===== config.mk =====
export PLATFORM = sky130hd
export DESIGN_NAME = sram_async_ctrl
export DESIGN_NICKNAME = d
export VERILOG_FILES = /design/src/rtl/sram_ctrl_pkg.sv /design/src/rtl/sram_async_ctrl.sv
export SDC_FILE = /design/constraint.sdc
export NUM_CORES = 1
export LEC_CHECK = 0
export ABC_AREA = 0
export CAP_MARGIN = 30
export CORE_UTILIZATION = 56
export CTS_BUF_LIST = sky130_fd_sc_hd__clkbuf_4 sky130_fd_sc_hd__clkbuf_8
export DETAILED_ROUTE_END_ITERATION = 12
export GPL_ROUTABILITY_DRIVEN = 0
export PLACE_DENSITY = 0.88
export SYNTH_ARGS = -nofsm -noshare
export SYNTH_HDL_FRONTEND = slang
export SYNTH_SLANG_ARGS = --single-unit

===== constraint.sdc =====
create_clock -name s_clk -period 3.3 [get_ports s_clk]
set_input_delay 0.825 -clock s_clk [delete_from_list [all_inputs] [get_ports s_clk]]
set_output_delay 0.825 -clock s_clk [all_outputs]
set_load 0.1 [all_outputs]

===== src/rtl/sram_ctrl_pkg.sv =====
// Shared types and timing defaults for the asynchronous SRAM controller.
// Holds the access-phase enum, the request record and the wait-state counter reload helper.
package sram_ctrl_pkg;

    localparam int SRAM_DW       = 16;
    localparam int SRAM_T_SETUP  = 1;
    localparam int SRAM_T_ACCESS = 3;
    localparam int SRAM_T_HOLD   = 1;
    localparam int SRAM_CNT_W    = 8;

    localparam logic [SRAM_CNT_W-1:0] CNT_ZERO = {SRAM_CNT_W{1'b0}};
    localparam logic [SRAM_CNT_W-1:0] CNT_ONE  = SRAM_CNT_W'(1);

    typedef enum logic [2:0] {
        ST_IDLE   = 3'd0,
        ST_SETUP  = 3'd1,
        ST_ACCESS = 3'd2,
        ST_HOLD   = 3'd3,
        ST_DONE   = 3'd4
    } sram_state_e;

    typedef struct packed {
        logic               is_read;
        logic [15:0]        addr;
        logic [SRAM_DW-1:0] wdata;
    } sram_req_t;

    function automatic logic [SRAM_CNT_W-1:0] reload_cnt(input int t);
        reload_cnt = SRAM_CNT_W'(t - 1);
    endfunction

endpackage


===== src/rtl/sram_async_ctrl.sv =====
// Single-clock controller that turns read/write request pulses into timed CE/OE/WE strobes
// for a 16-bit asynchronous SRAM, with a one-entry pending slot and programmable wait states.
module sram_async_ctrl
    import sram_ctrl_pkg::*;
#(
    parameter int ADDR_W   = 16,
    parameter int T_SETUP  = SRAM_T_SETUP,
    parameter int T_ACCESS = SRAM_T_ACCESS,
    parameter int T_HOLD   = SRAM_T_HOLD
) (
    input  logic               s_clk,
    input  logic               s_rst_n,
    input  logic               s_req,
    input  logic               s_wr_req,
    input  logic               s_rd_req,
    input  logic [15:0]        s_addr,
    input  logic [SRAM_DW-1:0] s_wdata,
    output logic [SRAM_DW-1:0] s_rdata,
    output logic               s_valid,
    output logic               s_busy,
    output logic               s_ovf,
    output logic               bus_own,
    output logic [ADDR_W-1:0]  sram_a,
    output logic [SRAM_DW-1:0] sram_dq_o,
    output logic               sram_dq_oe,
    input  logic [SRAM_DW-1:0] sram_dq_i,
    output logic               sram_ce_n,
    output logic               sram_oe_n,
    output logic               sram_we_n
);

    sram_state_e              state_q, state_d;
    logic [SRAM_CNT_W-1:0]    cnt_q, cnt_d;
    sram_req_t                slot_q, slot_d;
    logic                     slot_full_q, slot_full_d;
    sram_req_t                act_q, act_d;

    logic [SRAM_DW-1:0]       s_rdata_q, rdata_d;
    logic                     s_valid_q, valid_d;
    logic                     s_busy_q, busy_d;
    logic                     s_ovf_q, ovf_d;
    logic                     bus_own_q, bus_own_d;
    logic [ADDR_W-1:0]        sram_a_q, sram_a_d;
    logic [SRAM_DW-1:0]       sram_dq_o_q, dq_o_d;
    logic                     sram_dq_oe_q, dq_oe_d;
    logic                     sram_ce_n_q, ce_n_d;
    logic                     sram_oe_n_q, oe_n_d;
    logic                     sram_we_n_q, we_n_d;

    logic                     new_req_s;
    logic                     drive_s;
    logic                     strobe_s;

    // Next-state, pending-slot and pin values; pins are computed from the next state so they are registered.
    always_comb begin
        new_req_s   = s_rd_req | s_wr_req;
        state_d     = state_q;
        cnt_d       = cnt_q;
        slot_d      = slot_q;
        slot_full_d = slot_full_q;
        act_d       = act_q;
        rdata_d     = s_rdata_q;
        ovf_d       = s_ovf_q | (new_req_s & slot_full_q);

        // A simultaneous read and write pulse is recorded as a read.
        if (new_req_s) begin
            slot_d      = '{is_read: s_rd_req, addr: s_addr, wdata: s_wdata};
            slot_full_d = 1'b1;
        end else begin
            slot_full_d = slot_full_q;
        end

        case (state_q)
            ST_IDLE, ST_DONE: begin
                if (s_req && slot_full_d) begin
                    state_d     = ST_SETUP;
                    cnt_d       = reload_cnt(T_SETUP);
                    act_d       = slot_d;
                    slot_full_d = 1'b0;
                end else begin
                    state_d = ST_IDLE;
                end
            end
            ST_SETUP: begin
                if (cnt_q == CNT_ZERO) begin
                    state_d = ST_ACCESS;
                    cnt_d   = reload_cnt(T_ACCESS);
                end else begin
                    cnt_d = cnt_q - CNT_ONE;
                end
            end
            ST_ACCESS: begin
                if (cnt_q == CNT_ZERO) begin
                    state_d = ST_HOLD;
                    cnt_d   = reload_cnt(T_HOLD);
                    if (act_q.is_read) begin
                        rdata_d = sram_dq_i;
                    end else begin
                        rdata_d = s_rdata_q;
                    end
                end else begin
                    cnt_d = cnt_q - CNT_ONE;
                end
            end
            ST_HOLD: begin
                if (cnt_q == CNT_ZERO) begin
                    state_d = ST_DONE;
                    cnt_d   = CNT_ZERO;
                end else begin
                    cnt_d = cnt_q - CNT_ONE;
                end
            end
            default: begin
                state_d = ST_IDLE;
                cnt_d   = CNT_ZERO;
            end
        endcase

        drive_s   = (state_d == ST_SETUP) || (state_d == ST_ACCESS) || (state_d == ST_HOLD);
        strobe_s  = (state_d == ST_ACCESS);
        ce_n_d    = ~drive_s;
        oe_n_d    = ~(strobe_s & act_d.is_read);
        we_n_d    = ~(strobe_s & ~act_d.is_read);
        dq_oe_d   = drive_s & ~act_d.is_read;
        valid_d   = (state_d == ST_DONE);
        busy_d    = (state_d != ST_IDLE) | slot_full_d;
        bus_own_d = s_req | (state_d != ST_IDLE);
        sram_a_d  = act_d.addr[ADDR_W-1:0];

        // Reads leave the last write data on the pad register; the pad driver is off anyway.
        if (act_d.is_read) begin
            dq_o_d = sram_dq_o_q;
        end else begin
            dq_o_d = act_d.wdata;
        end
    end

    // State, slot, active access and all output registers; reset returns every strobe high at once.
    always_ff @(posedge s_clk or negedge s_rst_n) begin
        if (!s_rst_n) begin
            state_q      <= ST_IDLE;
            cnt_q        <= CNT_ZERO;
            slot_q       <= '0;
            slot_full_q  <= 1'b0;
            act_q        <= '0;
            s_rdata_q    <= {SRAM_DW{1'b0}};
            s_valid_q    <= 1'b0;
            s_busy_q     <= 1'b0;
            s_ovf_q      <= 1'b0;
            bus_own_q    <= 1'b0;
            sram_a_q     <= {ADDR_W{1'b0}};
            sram_dq_o_q  <= {SRAM_DW{1'b0}};
            sram_dq_oe_q <= 1'b0;
            sram_ce_n_q  <= 1'b1;
            sram_oe_n_q  <= 1'b1;
            sram_we_n_q  <= 1'b1;
        end else begin
            state_q      <= state_d;
            cnt_q        <= cnt_d;
            slot_q       <= slot_d;
            slot_full_q  <= slot_full_d;
            act_q        <= act_d;
            s_rdata_q    <= rdata_d;
            s_valid_q    <= valid_d;
            s_busy_q     <= busy_d;
            s_ovf_q      <= ovf_d;
            bus_own_q    <= bus_own_d;
            sram_a_q     <= sram_a_d;
            sram_dq_o_q  <= dq_o_d;
            sram_dq_oe_q <= dq_oe_d;
            sram_ce_n_q  <= ce_n_d;
            sram_oe_n_q  <= oe_n_d;
            sram_we_n_q  <= we_n_d;
        end
    end

    assign s_rdata    = s_rdata_q;
    assign s_valid    = s_valid_q;
    assign s_busy     = s_busy_q;
    assign s_ovf      = s_ovf_q;
    assign bus_own    = bus_own_q;
    assign sram_a     = sram_a_q;
    assign sram_dq_o  = sram_dq_o_q;
    assign sram_dq_oe = sram_dq_oe_q;
    assign sram_ce_n  = sram_ce_n_q;
    assign sram_oe_n  = sram_oe_n_q;
    assign sram_we_n  = sram_we_n_q;

endmodule


==> flow_metrics.tcl, run 1 <==
set metrics [dict create \
    post_cts_resized 0 \
    antenna_found_initial 0 \
    areaGrowthSynthToFinish_pct 27.8 \
    wl_met1_um 3860 \
    grt_usage_pct 22.4 \
    die_area_sq_um 8990 \
    layout.nets 481 \
    hold_ws_ns 0.451 \
    synthCells 319 \
    ant_nets 0 \
    diodes 0 \
    via_per_inst 5.32 \
    grt_pass1_vias 3064 \
    htree_levels 4 \
    setup_viol 0 \
    place_hpwl_um 6290 \
    die_x_um 94.8 \
    yosysSeqAreaShare_pct 61.3 \
    status "finished, final reports clean" \
    synth_top_area_cell "dfrtp_1" \
    synth-seq-cells 118 \
    critPathMaxFanout 22 \
    worstSetupPathType "primary input to register" \
    synth_top_area_share_pct 59.7 \
    synth_edf_count 0 \
    postCtsHoldBufs 0 \
    report.final.slew_viol_count 0 \
    cap_violations 0 \
    worstSkewPairLatency_ns 0.42 \
    port_buffers 108 \
    yosysWarnings 0 \
    vias 2895 \
    end_kind "register" \
    post-cts-setup-buffer-count 0 \
    final.setup.tns_ns 0 \
    rows 33 \
    drc 0 \
    fillers 527 \
    max-slew-margin-rel_pct 43.2 \
    cp.required_ns 3.60 \
    die_h_um 94.8 \
    overflow 0 \
    post-route-period-util_pct 78.2 \
    wl_per_cell_um 17.0 \
    dp_cells 512 \
    dr_wl_met3_um 530 \
    tritoncts "done" \
    drtIter0Drc 126 \
    dr.pass1.iters 4 \
    initial_utilization_pct 58.4 \
    synth-async-reset-ratio_pct 100 \
    drive_above_1_share_pct 47.4 \
    max_freq_ghz 0.387 \
    seq_area_sq_um 2960 \
    synth_common_cells "115 x dfrtp_1, 86 x mux2_2, 17 x buf_4, 13 x nor2_1, 10 x mux2_4" \
    synth_ff_type "dfrtp_1" \
    coreArea_sq_um 8260 \
    start_kind "primary input" \
    grt_max_degree 60 \
    route.met2.wl_um 4750 \
    numCtsBuffers 17 \
    wirelength_um 9270 \
    synth_cell_types 47 \
    fin_worst_skew_ns 0.00752 \
    finalHoldViolations 0 \
    multi_input_area_sq_um 1610 \
    synthTopCellsByArea "dfrtp_1 60%, mux2_2 20%, mux2_4 3.1%" \
    highest_layer "met4" \
    yosys.cell_count.top_type "dfrtp_1" \
    synth_nets 374 \
    grt_pass1_wl_um 14700 \
    numClockSinks 118 \
    synth_area_per_cell_sq_um 15.1 \
    netlist_area_sq_um 4820 \
    arrival_ns 2.88 \
    finalCoreUtilization_pct 74.6 \
    fin_crit_ns 2.58 \
    worst_slew_pin_slew_ns 0.845 \
    cts_max_path_buffers 2 \
    final_cells 544 \
    rsz0062_at_grt "no" \
    cts.clk_slew.worst_paths_ns 0.07 \
    cts-root-buf "clkbuf_8" \
    pin_count 109 \
    hold_class "primary input to async pin" \
]
-- placed cells by master, fill, tap and decap left out, types with 3 or more instances in the layout --
cell	instances
xor2_1	6
o211ai_1	3
bufinv_16	3
o21ai_0	4
clkinvlp_4	5
mux2_4	10
inv_1	5
clkdlybuf4s50_1	51
dfstp_2	3
nor2_1	12
dfrtp_1	115
clkbuf_8	18
nand2_1	4
buf_4	65
mux2_2	86
nor3_1	5
clkinv_4	3
-- worst max-delay path, stage by stage --
cell,delay [ns]
clkdlybuf4s50_1,0.51
nor3_1,0.33
nand3b_2,0.22
buf_4,0.32
mux2_2,0.39
mux2_2,0.27
-- cells by family (layout without fill, tap and decap cells) --
kind of cell    after synthesis  in the layout  share of synthesized area, %
xor+xnor                      7              7                          1.27
compound gates               20             20                          2.96
flops                       118            118                          61.3
simple gates                 39             39                          4.57
fa+ha+maj                     2              2                         0.519
mux                          98             98                          23.9
buf+inv                      35            155                          5.52
-- through the flow --
step	cell area, sq um	setup WS (ns)
final	6160	0.719
after CTS	6160	0.733
after floorplan	4820	0.955
after global placement	5740	0.370
after detailed placement	5740	0.290
after global routing	6160	0.647
-- final cells by class --
cell class                 count  area share [%]
multi-input combinational    166            26.1
timing repair buffer         117            16.5
sequential                   118            48.0
clock inverter                13            2.78
inverter                       6           0.365
tap                          105            2.13
clock buffer                  19            4.14
-- routing by layer --
metal	track usage, %	vias to the layer above
li1	-	1319
met1	27.2	1481
met2	37.2	82
met3	7.09	13
met4	8.84	0
met5	0	-
-- path summary, 6_finish.rpt --
kind	end	cells past startpoint	startpoint	slack, ns
max in group asynchronous	s_rdata[8]$_DFFE_PN0P_	2	s_rst_n	2.01
min	sram_a[7]$_DFFE_PN0P_	1	s_rst_n	0.45
max reg2reg	s_rdata[3]$_DFFE_PN0P_	7	cnt_q[0]$_DFFE_PN0P_	1.04
min reg2reg	s_ovf$_DFF_PN0_	1	s_ovf$_DFF_PN0_	0.49
max	sram_dq_o[8]$_DFFE_PN0N_	6	s_wr_req	0.72
min in group s_clk	s_ovf$_DFF_PN0_	1	s_ovf$_DFF_PN0_	0.49
-- sequential cells by signal, summed over array words and instances, names as in the netlist --
name	flops
act_q	17
s_ovf	1
sram_a	16
sram_dq_oe	1
cnt_q	8
sram_oe_n	1
s_busy	1
s_valid	1
sram_dq_o	16
state_q	3
bus_own	1
sram_we_n	1
sram_ce_n	1
s_rdata	16
slot_full_q	1
slot_q	33
Power of run 1 is not shown: default switching activity piles up to over one toggle a cycle in this logic, so the estimate is an artifact.
==> run 2, diff against run 1 <==
--- a/config.mk
+++ b/config.mk
@@ -7,11 +7,11 @@
 export LEC_CHECK = 0
 export ABC_AREA = 0
 export CAP_MARGIN = 30
-export CORE_UTILIZATION = 56
+export CORE_UTILIZATION = 47
 export CTS_BUF_LIST = sky130_fd_sc_hd__clkbuf_4 sky130_fd_sc_hd__clkbuf_8
 export DETAILED_ROUTE_END_ITERATION = 12
 export GPL_ROUTABILITY_DRIVEN = 0
-export PLACE_DENSITY = 0.88
+export PLACE_DENSITY = 0.78
 export SYNTH_ARGS = -nofsm -noshare
 export SYNTH_HDL_FRONTEND = slang
 export SYNTH_SLANG_ARGS = --single-unit
==> constraint.sdc (replaced) <==
create_clock -name s_clk -period 2.2 [get_ports s_clk]
set_input_delay 0.55 -clock s_clk [delete_from_list [all_inputs] [get_ports s_clk]]
set_output_delay 0.55 -clock s_clk [all_outputs]
set_load 0.1 [all_outputs]
==> run 2 against run 1 <==
Core utilization is 9.6 points lower; setup slack worse by 0.62 ns; cell count is 7.9% higher; wire length is 4.0% lower.
==> flow_metrics.tcl, run 2 (synthesized netlist as in run 1, its figures left out) <==
set metrics [dict create \
    cts.clk_slew.worst_paths_ns 0.07 \
    status "finished, final reports clean" \
    numCtsBuffers 17 \
    path_cells "or4_4, nor3_2, and4_1, buf_12, mux2_2" \
    areaGrowthSynthToFinish_pct 32.9 \
    grt_usage_pct 18.0 \
    layout.nets 497 \
    fillers 747 \
    postCtsHoldBufs 0 \
    fin_ws_ns 0.0958 \
    worstSkewPairLatency_ns 0.42 \
    critPathMaxStageDelay_ns 0.57 \
    grt_max_degree 36 \
    port_buffers 108 \
    critPathMaxFanout 16 \
    htree_levels 4 \
    overflow 0 \
    worst_slew_pin_slew_ns 0.481 \
    initial_utilization_pct 48.9 \
    antenna_found_initial 0 \
    cts_max_path_buffers 2 \
    wl_met1_um 3830 \
    path_buf_inv 1 \
    die_h_um 103 \
    diodes 0 \
    crit_family "simple AND/OR/NAND/NOR gates" \
    place_ws_ns -0.294 \
    wl_per_cell_um 15.1 \
    place_hpwl_um 6240 \
    dr.pass1.iters 4 \
    drc 0 \
    layout_common_cells "115 x dfrtp_1, 86 x mux2_2, 74 x buf_4" \
    route.met2.wl_um 4550 \
    post-route-period-util_pct 95.6 \
    end_kind "register" \
    finalHoldViolations 0 \
    setup_viol 0 \
    top_register "slot_q" \
    drtIter0Drc 55 \
    wirelength_um 8890 \
    post-cts-setup-buffer-count 0 \
    cp.required_ns 2.50 \
    highest_layer "met4" \
    die_area_sq_um 10700 \
    worstSetupPathType "register to register" \
    die_x_um 103 \
    tritoncts "done" \
    post_cts_resized 0 \
    fin_worst_skew_ns 0.00852 \
    pin_count 109 \
    largestRegisters "slot_q (33), act_q (17)" \
    reg2reg_slack_ns 0.1 \
    cts-root-buf "clkbuf_8" \
    via_per_inst 4.93 \
    vias 2891 \
    numClockSinks 118 \
    hold_ws_ns 0.0801 \
    arrival_ns 2.41 \
    start_kind "register" \
    report.final.slew_viol_count 0 \
    largest_register_ff_count 33 \
    dr_wl_met3_um 377 \
    grt_pass1_vias 2944 \
    finalInstanceArea_sq_um 6410 \
    post_dp_cell_area_sq_um 5980 \
    grt_pass1_wl_um 14200 \
    ant_nets 0 \
    cap_violations 0 \
    rows 36 \
    max-slew-margin-rel_pct 67.6 \
    fin_crit_ns 2.10 \
    hold_class "primary input to async pin" \
    final.setup.tns_ns 0 \
    max_freq_ghz 0.475 \
    layout_commonest_cell "dfrtp_1" \
    cp_slowest_cell "or4_4" \
    drive_above_1_share_pct 49.1 \
    rsz0062_at_grt "no" \
    coreArea_sq_um 9860 \
]
run 2: cell count changes in the layout (fill, tap and decap cells not counted):
cell        previous run  this run
clkinv_4               3         1
clkinv_2               0         2
bufinv_16              3         4
inv_6                  2         1
buf_4                 65        74
clkinvlp_4             5         4
buf_12                 1         8
run 2: area by class of cell:
cell class | instances | area [sq um] | area share, %
clock buffers | 19 | 255 | 3.98
repair buffers | 133 | 1230 | 19.1
flip-flops and latches | 118 | 2960 | 46.1
well taps | 133 | 166 | 2.60
clock inverters | 12 | 178 | 2.77
multi-input cells | 166 | 1610 | 25.1
inverters | 6 | 22.5 | 0.351
run 2: final timing paths:
kind                                 startpoint                 endpoint  cells after the start
setup / recovery           cnt_q[2]$_DFFE_PN0P_  s_rdata[15]$_DFFE_PN0P_                      5
hold / removal                          s_rst_n     sram_dq_oe$_DFF_PN0_                      1
min in group s_clk              s_ovf$_DFF_PN0_          s_ovf$_DFF_PN0_                      1
max in group asynchronous               s_rst_n      sram_ce_n$_DFF_PN1_                      2
hold reg to reg                 s_ovf$_DFF_PN0_          s_ovf$_DFF_PN0_                      1
setup reg to reg           cnt_q[2]$_DFFE_PN0P_  s_rdata[15]$_DFFE_PN0P_                      5
run 2: routing by layer:
metal,vias to the layer above,global-route usage (%)
li1,1349,-
met1,1453,22.1
met2,77,30.3
met3,12,5.11
met4,0,7.15
met5,-,0
run 2: metrics by stage:
step	util, %	cells
2_1_floorplan	-	319
5_1_grt	65.0	587
3_5_place_dp	60.6	556
4_1_cts	65.0	587
6_report	65.0	587
3_3_place_gp	60.6	556
Power of run 2 is left out for the same reason.
==> run 3, diff against run 2 <==
--- a/config.mk
+++ b/config.mk
@@ -7,6 +7,7 @@
 export LEC_CHECK = 0
 export ABC_AREA = 0
 export CAP_MARGIN = 30
+export CORE_MARGIN = 10
 export CORE_UTILIZATION = 47
 export CTS_BUF_LIST = sky130_fd_sc_hd__clkbuf_4 sky130_fd_sc_hd__clkbuf_8
 export DETAILED_ROUTE_END_ITERATION = 12
==> run 3 against run 2 <==
Wire length up 14%; first-iteration DRC count grew to 3.2 times the previous value; cell area decreased by 0.31%.
==> flow_metrics.tcl, run 3 (synthesized netlist as in run 1, its figures left out) <==
set metrics [dict create \
    status "finished, final reports clean" \
    report.final.slew_viol_count 0 \
    fillers 736 \
    initial_utilization_pct 48.9 \
    die_area_sq_um 14700 \
    pin_count 109 \
    layout_commonest_cell "dfrtp_1" \
    max_freq_ghz 0.474 \
    vias 2906 \
    arrival_ns 2.41 \
    critPathMaxFanout 16 \
    grt_pass1_vias 3212 \
    post-cts-setup-buffer-count 0 \
    layout.nets 493 \
    end_kind "register" \
    finalCoreUtilization_pct 64.8 \
    dr.pass1.iters 4 \
    numClockSinks 118 \
    drc 0 \
    port_buffers 108 \
    cap_violations 0 \
    antenna_found_initial 0 \
    wl_per_cell_um 17.4 \
    path_cells "inv_1, ha_1, or2b_2, nor3_2, and4_1, buf_12, mux2_2" \
    cts_max_path_buffers 2 \
    cp.required_ns 2.50 \
    rows 36 \
    layout_common_cells "115 x dfrtp_1, 86 x mux2_2, 69 x buf_4" \
    areaGrowthSynthToFinish_pct 32.5 \
    die_x_um 121 \
    largestRegisters "slot_q (33), act_q (17)" \
    fin_crit_ns 2.11 \
    tritoncts "done" \
    worstSkewPairLatency_ns 0.42 \
    overflow 0 \
    htree_levels 4 \
    rsz0062_at_grt "no" \
    finalHoldViolations 0 \
    final_cells 584 \
    drtIter0Drc 175 \
    numCtsBuffers 17 \
    seq_area_sq_um 2960 \
    worstSetupPathType "register to register" \
    largest_register_ff_count 33 \
    via_per_inst 4.98 \
    drive_above_1_share_pct 48.6 \
    coreArea_sq_um 9860 \
    max-slew-margin-rel_pct 65.2 \
    wirelength_um 10100 \
    dp_cells 551 \
    multi_input_area_sq_um 1610 \
    top_register "slot_q" \
    setup_viol 0 \
    hold_class "register to register" \
    cts-root-buf "clkbuf_8" \
    die_h_um 121 \
    cts.clk_slew.worst_paths_ns 0.07 \
    diodes 0 \
    cp_slowest_cell "dfrtp_1" \
    grt_max_degree 69 \
    grt_pass1_wl_um 16800 \
    fin_worst_skew_ns 0.00802 \
    post-route-period-util_pct 95.9 \
    start_kind "register" \
    critPathMaxStageDelay_ns 0.43 \
    ant_nets 0 \
    place_hpwl_um 7280 \
    worst_slew_pin_slew_ns 0.517 \
    grt_usage_pct 14.4 \
    reg2reg_slack_ns 0.09 \
]
run 3: changes by cell type in the layout (fill, tap and decap cells not counted), sizes merged:
| cell | delta |
|---|---|
| buf | -5 |
| dlygate4sd3 | +1 |
| clkbuf | +1 |
| clkinv | -1 |
| clkinvlp | +1 |
run 3: final timing paths:
path	end	depth (start not counted)	start
setup reg to reg	s_rdata[1]$_DFFE_PN0P_	7	cnt_q[1]$_DFFE_PN0P_
min in group asynchronous	act_q[32]$_DFF_PN0_	2	s_rst_n
hold reg to reg	s_ovf$_DFF_PN0_	1	s_ovf$_DFF_PN0_
max in group asynchronous	slot_q[26]$_DFF_PN0_	3	s_rst_n
setup / recovery	s_rdata[1]$_DFFE_PN0P_	7	cnt_q[1]$_DFFE_PN0P_
hold / removal	s_ovf$_DFF_PN0_	1	s_ovf$_DFF_PN0_
run 3: final cells by class:
type | count | area share [%]
Sequential cell | 118 | 46.3
Multi-Input combinational cell | 166 | 25.2
Clock buffer | 20 | 4.11
Tap cell | 133 | 2.60
Inverter | 6 | 0.352
Clock inverter | 12 | 2.76
Timing Repair Buffer | 129 | 18.8
run 3: repair_timing:
item                                    CTS  global route
endpoints found under the hold margin    13             0
endpoints found under the setup margin    0             1
gates resized for setup                   0             1
hold buffers                              1             0
run 3: metrics by stage:
step	instance area, sq um	TNS [ns]	setup slack, ns	hold WS, ns
detailed placement	5940	-8.52	-0.320	0.432
global route	6390	0	0.0147	0.506
finish	6390	0	0.0909	0.476
CTS	6390	0	0.0812	0.487
floorplan	4820	0	0.130	0.254
global placement	5940	-7.11	-0.275	0.432
run 3: per-layer routing:
metal / vias to the layer above / share of wire [%] / global-route usage (%)
li1: 1342 / - / -
met1: 1490 / 40 / 16.3
met2: 69 / 54 / 24.6
met3: 5 / 5.4 / 4.98
met4: 0 / 0.86 / 5.37
met5: - / 0 / 0
run 3: critical path, delay by kind of cell, from the launching register on:
family	cells	cell delay [ns]
DFF	1	0.43
muxes	1	0.35
buffers and inverters	2	0.30
adders and majority gates	1	0.19
and+or+nand+nor	3	0.71
Power of run 3 is left out for the same reason.
